**config.mk**
```make
export PLATFORM = sky130hd
export DESIGN_NAME = instr_encoder
export DESIGN_NICKNAME = d
export VERILOG_FILES = /design/src/rtl/instr_encoder.sv
export SDC_FILE = /design/constraint.sdc
export NUM_CORES = 1
export LEC_CHECK = 0
export ABC_CLOCK_PERIOD_IN_PS = 3300
export CAP_MARGIN = 30
export CORE_UTILIZATION = 45
export CTS_CLUSTER_SIZE = 40
export DETAILED_ROUTE_END_ITERATION = 8
export PLACE_DENSITY = 0.7
export SETUP_SLACK_MARGIN = 0.4
export SLEW_MARGIN = 5
export SYNTH_ARGS = -nofsm -noshare
export SYNTH_HDL_FRONTEND = slang
export SYNTH_SLANG_ARGS = --single-unit
```
**constraint.sdc**
```tcl
create_clock -name clk -period 3.3 [get_ports clk]
set_input_delay 0.33 -clock clk [delete_from_list [all_inputs] [get_ports clk]]
set_output_delay 0.33 -clock clk [all_outputs]
set_load 0.1 [all_outputs]
```
**src/rtl/instr_encoder.sv**
```systemverilog
// instr_encoder: turns symbolic instruction requests into 32-bit MIPS words,
// queues them in a small FIFO and streams them into instruction memory
// through a write port with a word-address counter.
// Optional build macro: ENCODER_ILLEGAL_CHECK_EN. When it is defined,
// OpSel values above 20 are dropped and reported on a sticky IllegalOp output.
// When it is undefined, those values are written as a NOP.
module instr_encoder #(
   parameter int          DEPTH     = 4,
   parameter int          AW        = 10,
   parameter int unsigned BASE_ADDR = 0
) (
   input  logic          clk,
   input  logic          rst,
   input  logic          Start,
   input  logic          InValid,
   output logic          InReady,
   input  logic          InLast,
   input  logic [4:0]    OpSel,
   input  logic [4:0]    Rs,
   input  logic [4:0]    Rt,
   input  logic [4:0]    Rd,
   input  logic [4:0]    Shamt,
   input  logic [15:0]   Imm,
   input  logic [25:0]   Target,
   output logic          ImWe,
   input  logic          ImReady,
   output logic [AW-1:0] ImAddr,
   output logic [31:0]   ImData,
   output logic [AW:0]   Count,
`ifdef ENCODER_ILLEGAL_CHECK_EN
   output logic          IllegalOp,
`endif
   output logic          Busy,
   output logic          Done
);

   localparam int            PW      = (DEPTH > 1) ? $clog2(DEPTH) : 1;
   localparam logic [PW:0]   LP_FULL = (PW+1)'(DEPTH);
   localparam logic [AW-1:0] LP_BASE = AW'(BASE_ADDR);

   typedef enum logic [1:0] {
      S_IDLE  = 2'd0,
      S_LOAD  = 2'd1,
      S_DRAIN = 2'd2,
      S_DONE  = 2'd3
   } state_t;

   state_t           r_state;
   logic             r_busy;
   logic             r_done;
   logic [31:0]      r_mem [DEPTH];
   logic [PW-1:0]    r_wr_ptr;
   logic [PW-1:0]    r_rd_ptr;
   logic [PW:0]      r_occ;
   logic [AW-1:0]    r_addr;
   logic [AW:0]      r_count;

   logic             w_empty;
   logic             w_full;
   logic             w_start;
   logic             w_accept;
   logic             w_legal;
   logic             w_push;
   logic             w_pop;
   logic [31:0]      w_word;

   // R-type word: {op=0, rs, rt, rd, shamt, funct}
   function automatic logic [31:0] f_rtype(input logic [4:0] rs, input logic [4:0] rt,
                                           input logic [4:0] rd, input logic [4:0] sh,
                                           input logic [5:0] fn);
      return {6'h00, rs, rt, rd, sh, fn};
   endfunction

   // I-type word: {op, rs, rt, imm}
   function automatic logic [31:0] f_itype(input logic [5:0] op, input logic [4:0] rs,
                                           input logic [4:0] rt, input logic [15:0] imm);
      return {op, rs, rt, imm};
   endfunction

   assign w_empty  = (r_occ == '0);
   assign w_full   = (r_occ == LP_FULL);
   assign w_start  = Start & ((r_state == S_IDLE) | (r_state == S_DONE));
   assign InReady  = (r_state == S_LOAD) & ~w_full;
   assign w_accept = InValid & InReady;
   assign w_push   = w_accept & w_legal;
   assign ImWe     = ~w_empty;
   assign w_pop    = ImWe & ImReady;

`ifdef ENCODER_ILLEGAL_CHECK_EN
   assign w_legal = (OpSel <= 5'd20);
`else
   assign w_legal = 1'b1;
`endif

   // Combinational encoder: operation selector plus fields to a MIPS word
   always_comb begin
      w_word = 32'h0000_0000;
      case (OpSel)
         5'd0:  w_word = f_rtype(Rs, Rt, Rd, 5'd0, 6'h20);          // add
         5'd1:  w_word = f_rtype(Rs, Rt, Rd, 5'd0, 6'h21);          // addu
         5'd2:  w_word = f_rtype(Rs, Rt, Rd, 5'd0, 6'h22);          // sub
         5'd3:  w_word = f_rtype(Rs, Rt, Rd, 5'd0, 6'h23);          // subu
         5'd4:  w_word = f_rtype(5'd0, Rt, Rd, Shamt, 6'h00);       // sll
         5'd5:  w_word = f_rtype(5'd0, Rt, Rd, Shamt, 6'h02);       // srl
         5'd6:  w_word = f_rtype(5'd0, Rt, Rd, Shamt, 6'h03);       // sra
         5'd7:  w_word = f_rtype(Rs, 5'd0, 5'd0, 5'd0, 6'h08);      // jr
         5'd8:  w_word = f_rtype(Rs, Rt, Rd, 5'd0, 6'h2A);          // slt
         5'd9:  w_word = f_rtype(Rs, Rt, Rd, 5'd0, 6'h24);          // and
         5'd10: w_word = f_rtype(Rs, Rt, Rd, 5'd0, 6'h25);          // or
         5'd11: w_word = f_itype(6'h0D, Rs, Rt, Imm);               // ori
         5'd12: w_word = f_itype(6'h23, Rs, Rt, Imm);               // lw
         5'd13: w_word = f_itype(6'h2B, Rs, Rt, Imm);               // sw
         5'd14: w_word = f_itype(6'h04, Rs, Rt, Imm);               // beq
         5'd15: w_word = f_itype(6'h05, Rs, Rt, Imm);               // bne
         5'd16: w_word = f_itype(6'h0F, 5'd0, Rt, Imm);             // lui
         5'd17: w_word = {6'h02, Target};                           // j
         5'd18: w_word = {6'h03, Target};                           // jal
         5'd19: w_word = f_itype(6'h0A, Rs, Rt, Imm);               // slti
         5'd20: w_word = f_itype(6'h08, Rs, Rt, Imm);               // addi
         default: w_word = 32'h0000_0000;                           // NOP
      endcase
   end

   // FIFO storage: written at the accepting edge, no reset needed
   always_ff @(posedge clk) begin
      if (w_push) begin
         r_mem[r_wr_ptr] <= w_word;
      end
   end

   // FIFO pointers/occupancy plus write address and session word count
   always_ff @(posedge clk or posedge rst) begin
      if (rst) begin
         r_wr_ptr <= '0;
         r_rd_ptr <= '0;
         r_occ    <= '0;
         r_addr   <= LP_BASE;
         r_count  <= '0;
      end else if (w_start) begin
         r_wr_ptr <= '0;
         r_rd_ptr <= '0;
         r_occ    <= '0;
         r_addr   <= LP_BASE;
         r_count  <= '0;
      end else begin
         if (w_push) begin
            r_wr_ptr <= r_wr_ptr + 1'b1;
         end
         if (w_pop) begin
            r_rd_ptr <= r_rd_ptr + 1'b1;
            r_addr   <= r_addr + 1'b1;   // wraps modulo 2^AW
            r_count  <= r_count + 1'b1;
         end
         case ({w_push, w_pop})
            2'b10:   r_occ <= r_occ + 1'b1;
            2'b01:   r_occ <= r_occ - 1'b1;
            default: r_occ <= r_occ;
         endcase
      end
   end

   // Session FSM with registered Busy/Done flags
   always_ff @(posedge clk or posedge rst) begin
      if (rst) begin
         r_state <= S_IDLE;
         r_busy  <= 1'b0;
         r_done  <= 1'b0;
      end else begin
         case (r_state)
            S_IDLE, S_DONE: begin
               if (Start) begin
                  r_state <= S_LOAD;
                  r_busy  <= 1'b1;
                  r_done  <= 1'b0;
               end
            end
            S_LOAD: begin
               if (w_accept & InLast) begin
                  r_state <= S_DRAIN;
               end
            end
            S_DRAIN: begin
               // the FIFO head is the only pending write, so empty means finished
               if (w_empty) begin
                  r_state <= S_DONE;
                  r_busy  <= 1'b0;
                  r_done  <= 1'b1;
               end
            end
            default: begin
               r_state <= S_IDLE;
               r_busy  <= 1'b0;
               r_done  <= 1'b0;
            end
         endcase
      end
   end

`ifdef ENCODER_ILLEGAL_CHECK_EN
   logic r_illegal;

   // Sticky flag for dropped out-of-range selectors, cleared by a new session
   always_ff @(posedge clk or posedge rst) begin
      if (rst) begin
         r_illegal <= 1'b0;
      end else if (w_start) begin
         r_illegal <= 1'b0;
      end else if (w_accept & ~w_legal) begin
         r_illegal <= 1'b1;
      end
   end

   assign IllegalOp = r_illegal;
`endif

   // Head word is forced to zero when nothing is queued
   assign ImData = w_empty ? 32'h0000_0000 : r_mem[r_rd_ptr];
   assign ImAddr = r_addr;
   assign Count  = r_count;
   assign Busy   = r_busy;
   assign Done   = r_done;

endmodule

```
==> summary.md, run 1 <==
| Metric | Value |
|---|---|
| Hold Path Class | in2async |
| Post-synthesis simple-gate area fraction | 11.0% |
| Synth area leaders | edfxtp_1 52%, dfrtp_1 11%, mux4_2 9.8% |
| Min Clock Period, post-route | 2.63 ns |
| Max Slew Vio Count | 0 |
| First-pass DRT Iterations | 4 |
| Fin worst setup slack | 0.674 ns |
| Vias | 4561 |
| Site Rows | 45 |
| Clk root buf | clkbuf_16 |
| Startpoint types | flip-flop |
| CTS buffer count | 17 |
| Compound-gate portion of the synthesized area | 8.04% |
| Count of cell types in the netlist | 59 |
| PwrDens | 1010 mW/mm^2 |
| Post-cts gate resize count | 0 |
| Starting density of the core | 46.5% |
| Async SR Flop Fraction | 20.5% |
| Largest net degree at the start of global routing | 34 |
| Slew margin rel. | 34.5% |
| Setup bufs post-CTS | 0 |
| Final-report hold violation count | 0 |
| Core Area | 0.0154 sq mm |
| Hold buffer count at cts | 0 |
| Detailed route wirelength on metal2 | 7.57 mm |
| I/O pins | 130 |
| Crit Path Category | reg2out |
| Total GRT Usage | 19.9% |
| Critical-path maximum fanout | 20 |
| Final WL | 15.1 mm |
| Post-Syn Area per Cell | 14.8 sq um |
| Yosys top cell area share | 52.1% |
| Slew @ Worst Pin | 0.980 ns |
| Number of global-route vias before repair | 4616 |
| Max Freq | 381 MHz |
| DRT iter0 DRCs | 446 |
| Xor/xnor share of the synthesized area | 2.80% |
| Setup crit start | r_occ[0] |
| Via density | 5.43 |
| Status | completed |
| GP Congestion | 0.813 |
| IO Port Bufs | 128 |
| Seq/Total Area, Yosys | 63.4% |
| Most common cell after layout, fill and taps aside | edfxtp_1 |
| CTS max path bufs | 2 |
| First-pass GRT wire length | 24.3 mm |
| Crit Reg-Reg Startpoint | r_state[1] |
| Number of synthesized flops with an enable pin | 124 |
| Core Util, Final | 61.7% |
| Seq cells post-synth | 156 |
| RSZ-0062 raised after global routing | false |
| Tcrit/Tclk final | 79.6% |
| Setup TNS Final | 0 ns |
| Mux share of post-synthesis cell area | 10.2% |
| Ant. Diodes | 0 |
| Share of cells above drive strength 1 | 19.2% |
| Hold WS | 0.298 ns |
| CP endpoint kind | output pin |
| Syn_nets | 566 |
| Synthesized instance count | 484 |
| Main combinational cell family by area after synthesis | simple AND/OR/NAND/NOR gates |
| Fin nets | 698 |
| Total power | 0.00954 W |
| Setup violations, final | 0 |
| Most used DFF post-synth | edfxtp_1 |
| Die area | 0.0164 sq mm |
| Setup Skew | 0.00632 ns |
| Num Clock Sinks | 156 |
| Max IR drop VDD | 926 uV |
| Synthesized area | 0.00714 sq mm |
| P&R area growth vs syn | 32.8% |
| TritonCTS clock tree | done |
| DR WL/cell | 18.0 um |
| Antenna viol nets, final | 0 |
| Max cap viols | 0 |
| H-tree depth | 4 |
| Die width | 128 um |
| Lkg Pwr | 3.45 nW |
| Die Ht | 128 um |
| Fill count | 1122 |
| Top sig layer | met4 |
| Register clock-pin slew on the reported worst setup and hold paths | 0.06 ns |
| Post-Route M1 WL | 6.51 mm |
| Synth Warn # | 0 |
| Clock Latency Late Sink | 0.42 ns |
| Cell type with the largest total area after synthesis | edfxtp_1 |
| Dpl hpwl | 10.0 mm |
| Initial antenna violation count | 0 |
| Arrival time at the worst endpoint | 2.30 ns |
| # DRC | 0 |
| Pre-CTS WS | 0.636 ns |
| Most frequent cells in the layout | 124 x edfxtp_1, 95 x clkdlybuf4s50_1, 38 x and2_1 |
| Adder-Cell Fraction of Synth Area | 1.82% |
| Met3 Wirelength | 789 um |
| GR Overflow Total | 0 |
| Req. time, crit path | 2.97 ns |
synthesized netlist by cell type, drive strengths merged, types with 2 or more instances:
master	instances
a221o	7
or3	4
o21ai	16
ha	8
mux4	31
nor2	33
inv	11
a22o	17
nor3b	3
dfrtp	32
nor3	12
edfxtp	124
o2bb2ai	2
o22ai	2
nand2b	4
nand4	4
clkbuf	10
and3	4
xnor2	15
o31ai	2
nor2b	5
nand3	7
nand2	20
mux2i	3
and2	40
a21oi	13
a21o	6
o211ai	2
buf	18
nor4	4
xor2	7
metrics by stage:
step                      instances  area [sq um]
final                           840          9480
after global routing            840          9480
after CTS                       838          9460
after detailed placement        806          8900
after global placement          805          8870
after floorplan                 484          7140
per-layer routing:
layer	vias to the layer above	track usage, %
li1	2111	-
met1	2281	26.2
met2	151	32.8
met3	18	4.76
met4	0	6.57
met5	-	0
cell type report:
type	count	area, sq um	area share, %
clock buffers	18	429	4.53
clock inverters	14	129	1.36
inverters	11	41.3	0.435
multi-input cells	289	2430	25.6
flip-flops and latches	156	4530	47.7
well taps	211	264	2.78
repair buffers	141	1660	17.5
kinds of logic (layout without fill, tap and decap cells):
logic type,count (synthesis),count (layout)
flip-flops,156,156
adder cells (fa/ha/maj),10,10
buffers and inverters,39,184
XOR/XNOR,22,22
AND/OR/NAND/NOR,146,146
AO/OA/AOI/OAI,76,76
other,1,1
multiplexers,34,34
worst paths after layout:
path                                to  slack (ns)  cells after the start
max                         ImData[21]        0.67                      5
min                           Count[8]        0.30                      3
max reg2reg                   r_occ[2]        1.06                      8
min reg2reg                 r_state[0]        0.52                      1
max in group asynchronous  r_rd_ptr[0]        2.70                      3
min in group clk            r_state[0]        0.52                      1
critical path: stages, from the launching register on:
cell     delay (ns)
dfrtp_1        0.49
nor3_1         0.35
inv_1          0.37
buf_16         0.27
and2_1         0.15
buf_4          0.23
power breakdown:
group / internal (W) / switching [W] / total, W
Sequential: 0.00243 / 0.000144 / 0.00257
Combinational: 0.00176 / 0.00337 / 0.00513
Clock: 0.00110 / 0.000735 / 0.00183
Total: 0.00528 / 0.00425 / 0.00954
registers in the layout, summed over array words and instances, names as in the netlist:
register,cells
Busy,1
r_state,2
ImAddr,10
r_occ,3
Done,1
r_rd_ptr,2
r_mem,124
r_wr_ptr,2
Count,11
No activity file was read; power rests on OpenSTA's default activity.
==> inputs of run 2 (changes only) <==
--- a/config.mk
+++ b/config.mk
@@ -5,12 +5,12 @@
 export SDC_FILE = /design/constraint.sdc
 export NUM_CORES = 1
 export LEC_CHECK = 0
-export ABC_CLOCK_PERIOD_IN_PS = 3300
+export ABC_CLOCK_PERIOD_IN_PS = 2200
 export CAP_MARGIN = 30
 export CORE_UTILIZATION = 45
 export CTS_CLUSTER_SIZE = 40
 export DETAILED_ROUTE_END_ITERATION = 8
-export PLACE_DENSITY = 0.7
+export PLACE_DENSITY = 0.73
 export SETUP_SLACK_MARGIN = 0.4
 export SLEW_MARGIN = 5
 export SYNTH_ARGS = -nofsm -noshare
==> constraint.sdc (replaced) <==
create_clock -name clk -period 2.2 [get_ports clk]
set_input_delay 0.22 -clock clk [delete_from_list [all_inputs] [get_ports clk]]
set_output_delay 0.22 -clock clk [all_outputs]
set_load 0.1 [all_outputs]
==> summary.md, run 2 (synthesis results as in run 1) <==
| Metric | Value |
|---|---|
| Hold Path Class | in2async |
| Pre-CTS WS | -0.138 ns (-0.773 ns) |
| Max Slew Vio Count | 0 (unchanged) |
| Antenna viol nets, final | 0 (unchanged) |
| Most frequent cells in the layout | 124 x edfxtp_1, 71 x clkdlybuf4s50_1, 50 x buf_4 |
| P&R area growth vs syn | 44.7% |
| GP Congestion | 0.820 (+0.79%) |
| # DRC | 0 (unchanged) |
| Core Util, Final | 67.2% (+5.5 points) |
| Req. time, crit path | 1.98 ns (-0.99 ns) |
| First-pass GRT wire length | 25.7 mm (+5.7%) |
| Post-Place Cell Area | 0.00916 sq mm (+2.9%) |
| Number of global-route vias before repair | 4827 (+4.6%) |
| Reg2reg setup slack | 0.20 ns (-0.86 ns) |
| Clock Latency Late Sink | 0.42 ns (about the same) |
| Fin nets | 735 (+5.3%) |
| Register clock-pin slew on the reported worst setup and hold paths | 0.06 ns (about the same) |
| Starting density of the core | 46.5% (unchanged) |
| Cell area after layout | 0.0103 sq mm (+8.9%) |
| Max cap viols | 0 (unchanged) |
| Num Clock Sinks | 156 (unchanged) |
| I/O pins | 130 (unchanged) |
| Tcrit/Tclk final | 102% |
| Hold buffer count at cts | 0 (unchanged) |
| Status | finished with violations |
| Die width | 128 um (unchanged) |
| IO Port Bufs | 128 (unchanged) |
| Vias | 4794 (+5.1%) |
| Ant. Diodes | 0 (unchanged) |
| Crit path max-delay cell type | mux4_2 |
| CP endpoint kind | output pin |
| Max FFs per register | 124 (unchanged) |
| Setup violations, final | 5 (+5) |
| Clk root buf | clkbuf_16 |
| Die Ht | 128 um (unchanged) |
| DR WL/cell | 19.6 um (+9.3%) |
| Final-report hold violation count | 0 (unchanged) |
| Fin worst setup slack | -0.0457 ns (-0.719 ns) |
| Via density | 5.47 (+0.79%) |
| H-tree depth | 4 (unchanged) |
| GR Overflow Total | 0 (unchanged) |
| Max IR drop VDD | 1210 uV (+31%) |
| Critical-path maximum fanout | 6 (-70%) |
| Dpl hpwl | 9.84 mm (-1.9%) |
| Initial antenna violation count | 0 (unchanged) |
| Share of cells above drive strength 1 | 36.7% (+17 points) |
| PwrDens | 1570 mW/mm^2 (+56%) |
| Lkg Pwr | 3.86 nW (+12%) |
| Setup Skew | 0.00589 ns (-0.000429 ns) |
| Final WL | 17.2 mm (+14%) |
| Met3 usage in global routing | 4.92% (+0.17 points) |
| Max Freq | 445 MHz |
| Crit Path Category | reg2out |
| Core Area | 0.0154 sq mm (unchanged) |
| Largest reg by FF count | r_mem |
| RSZ-0062 raised after global routing | true |
| Die area | 0.0164 sq mm (unchanged) |
| Min Clock Period, post-route | 2.25 ns |
| CTS buffer count | 17 (unchanged) |
| Fill count | 1036 (-7.7%) |
| Largest net degree at the start of global routing | 33 (-2.9%) |
| Slew margin rel. | 60.9% (+26 points) |
| Failing checks | setup timing |
| Met2 Use GR | 36.7% (+3.9 points) |
| Most common cell after layout, fill and taps aside | edfxtp_1 |
| GR Layer Usage met1 | 26.8% (+0.61 points) |
| Crit Reg-Reg Startpoint | r_occ[1] |
| Arrival time at the worst endpoint | 2.03 ns (-0.27 ns) |
| CTS max path bufs | 2 (unchanged) |
| Slew @ Worst Pin | 0.580 ns (-0.400 ns) |
| RR Endpoint | r_occ[2] |
| Total GRT Usage | 21.3% (+1.4 points) |
| TritonCTS clock tree | done |
| Site Rows | 45 (unchanged) |
| Top Usage Layer GRT | met2 |
| Startpoint types | flip-flop |
| First-pass DRT Iterations | 5 (+1) |
| Critical-path cell list | buf_6 > buf_16 > mux4_2 > and2_4 > buf_12 |
| DRT iter0 DRCs | 265 (-41%) |
| Slowest Stage Delay on Critical Path | 0.54 ns (+0.05 ns) |
| Register-to-Register Path Depth | 8 (unchanged) |
## run 2: cell types whose count changed in the layout (fill, tap and decap cells not counted), sizes merged, moves of 2 or more
cell           delta
buf              +56
bufinv            +2
clkbuf            +3
clkdlybuf4s50    -24
clkinv            -5
inv               +2
## run 2: layout make-up
| type | count | area [sq um] | share of cell area [%] |
|---|---|---|---|
| Sequential cell | 156 | 4550 | 44.1 |
| Multi-Input combinational cell | 289 | 2630 | 25.4 |
| Timing Repair Buffer | 178 | 2220 | 21.5 |
| Clock buffer | 17 | 425 | 4.12 |
| Tap cell | 211 | 264 | 2.56 |
| Clock inverter | 14 | 194 | 1.88 |
| Inverter | 11 | 41.3 | 0.400 |
## run 2: power breakdown
group	internal [W]	leakage [nW]	switching [W]	total [W]
logic	0.00379	2.03	0.00549	0.00928
registers	0.00366	1.54	0.000217	0.00387
clock network	0.00189	0.291	0.00115	0.00305
## run 2: metal layers
| metal | vias to the layer above | share of wire (%) |
|---|---|---|
| met1 | 2420 | 41 |
| met4 | 0 | 1.6 |
| met2 | 163 | 52 |
| met3 | 25 | 5.0 |
| li1 | 2186 | - |
| met5 | - | 0 |
## run 2: repair_timing
item | CTS | global route
setup endpoints to repair | 96 | 214
buffers inserted | 14 | 4
pin swaps | 26 | 13
cloned | 4 | 4
resized for setup | 56 | 15
## run 2: critical path, delay by kind of cell (launching register included)
kind | cells | cell delay [ns]
flip-flops | 1 | 0.45
AND/OR/NAND/NOR | 1 | 0.19
buffers and inverters | 3 | 0.43
multiplexers | 1 | 0.54
## run 2: how the worst max path moves through the flow
| stage | start | to | slack [ns] | cells after the start |
|---|---|---|---|---|
| after global routing | r_rd_ptr[0] | ImData[29] | -0.09 | 5 |
| after detailed placement | OpSel[1] | r_mem[1][14] | -0.14 | 6 |
| after CTS | r_rd_ptr[0] | ImData[24] | -0.02 | 5 |
| after floorplan | r_state[1] | r_occ[2] | 0.31 | 8 |
| after global placement | OpSel[1] | r_mem[2][13] | -0.09 | 6 |
| final | r_rd_ptr[0] | ImData[29] | -0.05 | 5 |
## run 2: stage by stage
stage	setup TNS [ns]	total power [W]	hold WS, ns	instances
2_1_floorplan	0	0.00933	0.335	484
3_3_place_gp	-2.82	0.0120	0.500	819
3_5_place_dp	-6.28	0.0121	0.529	819
4_1_cts	-0.107	0.0161	0.192	868
5_1_grt	-1.22	0.0168	0.218	876
6_report	-0.0700	0.0162	0.192	876
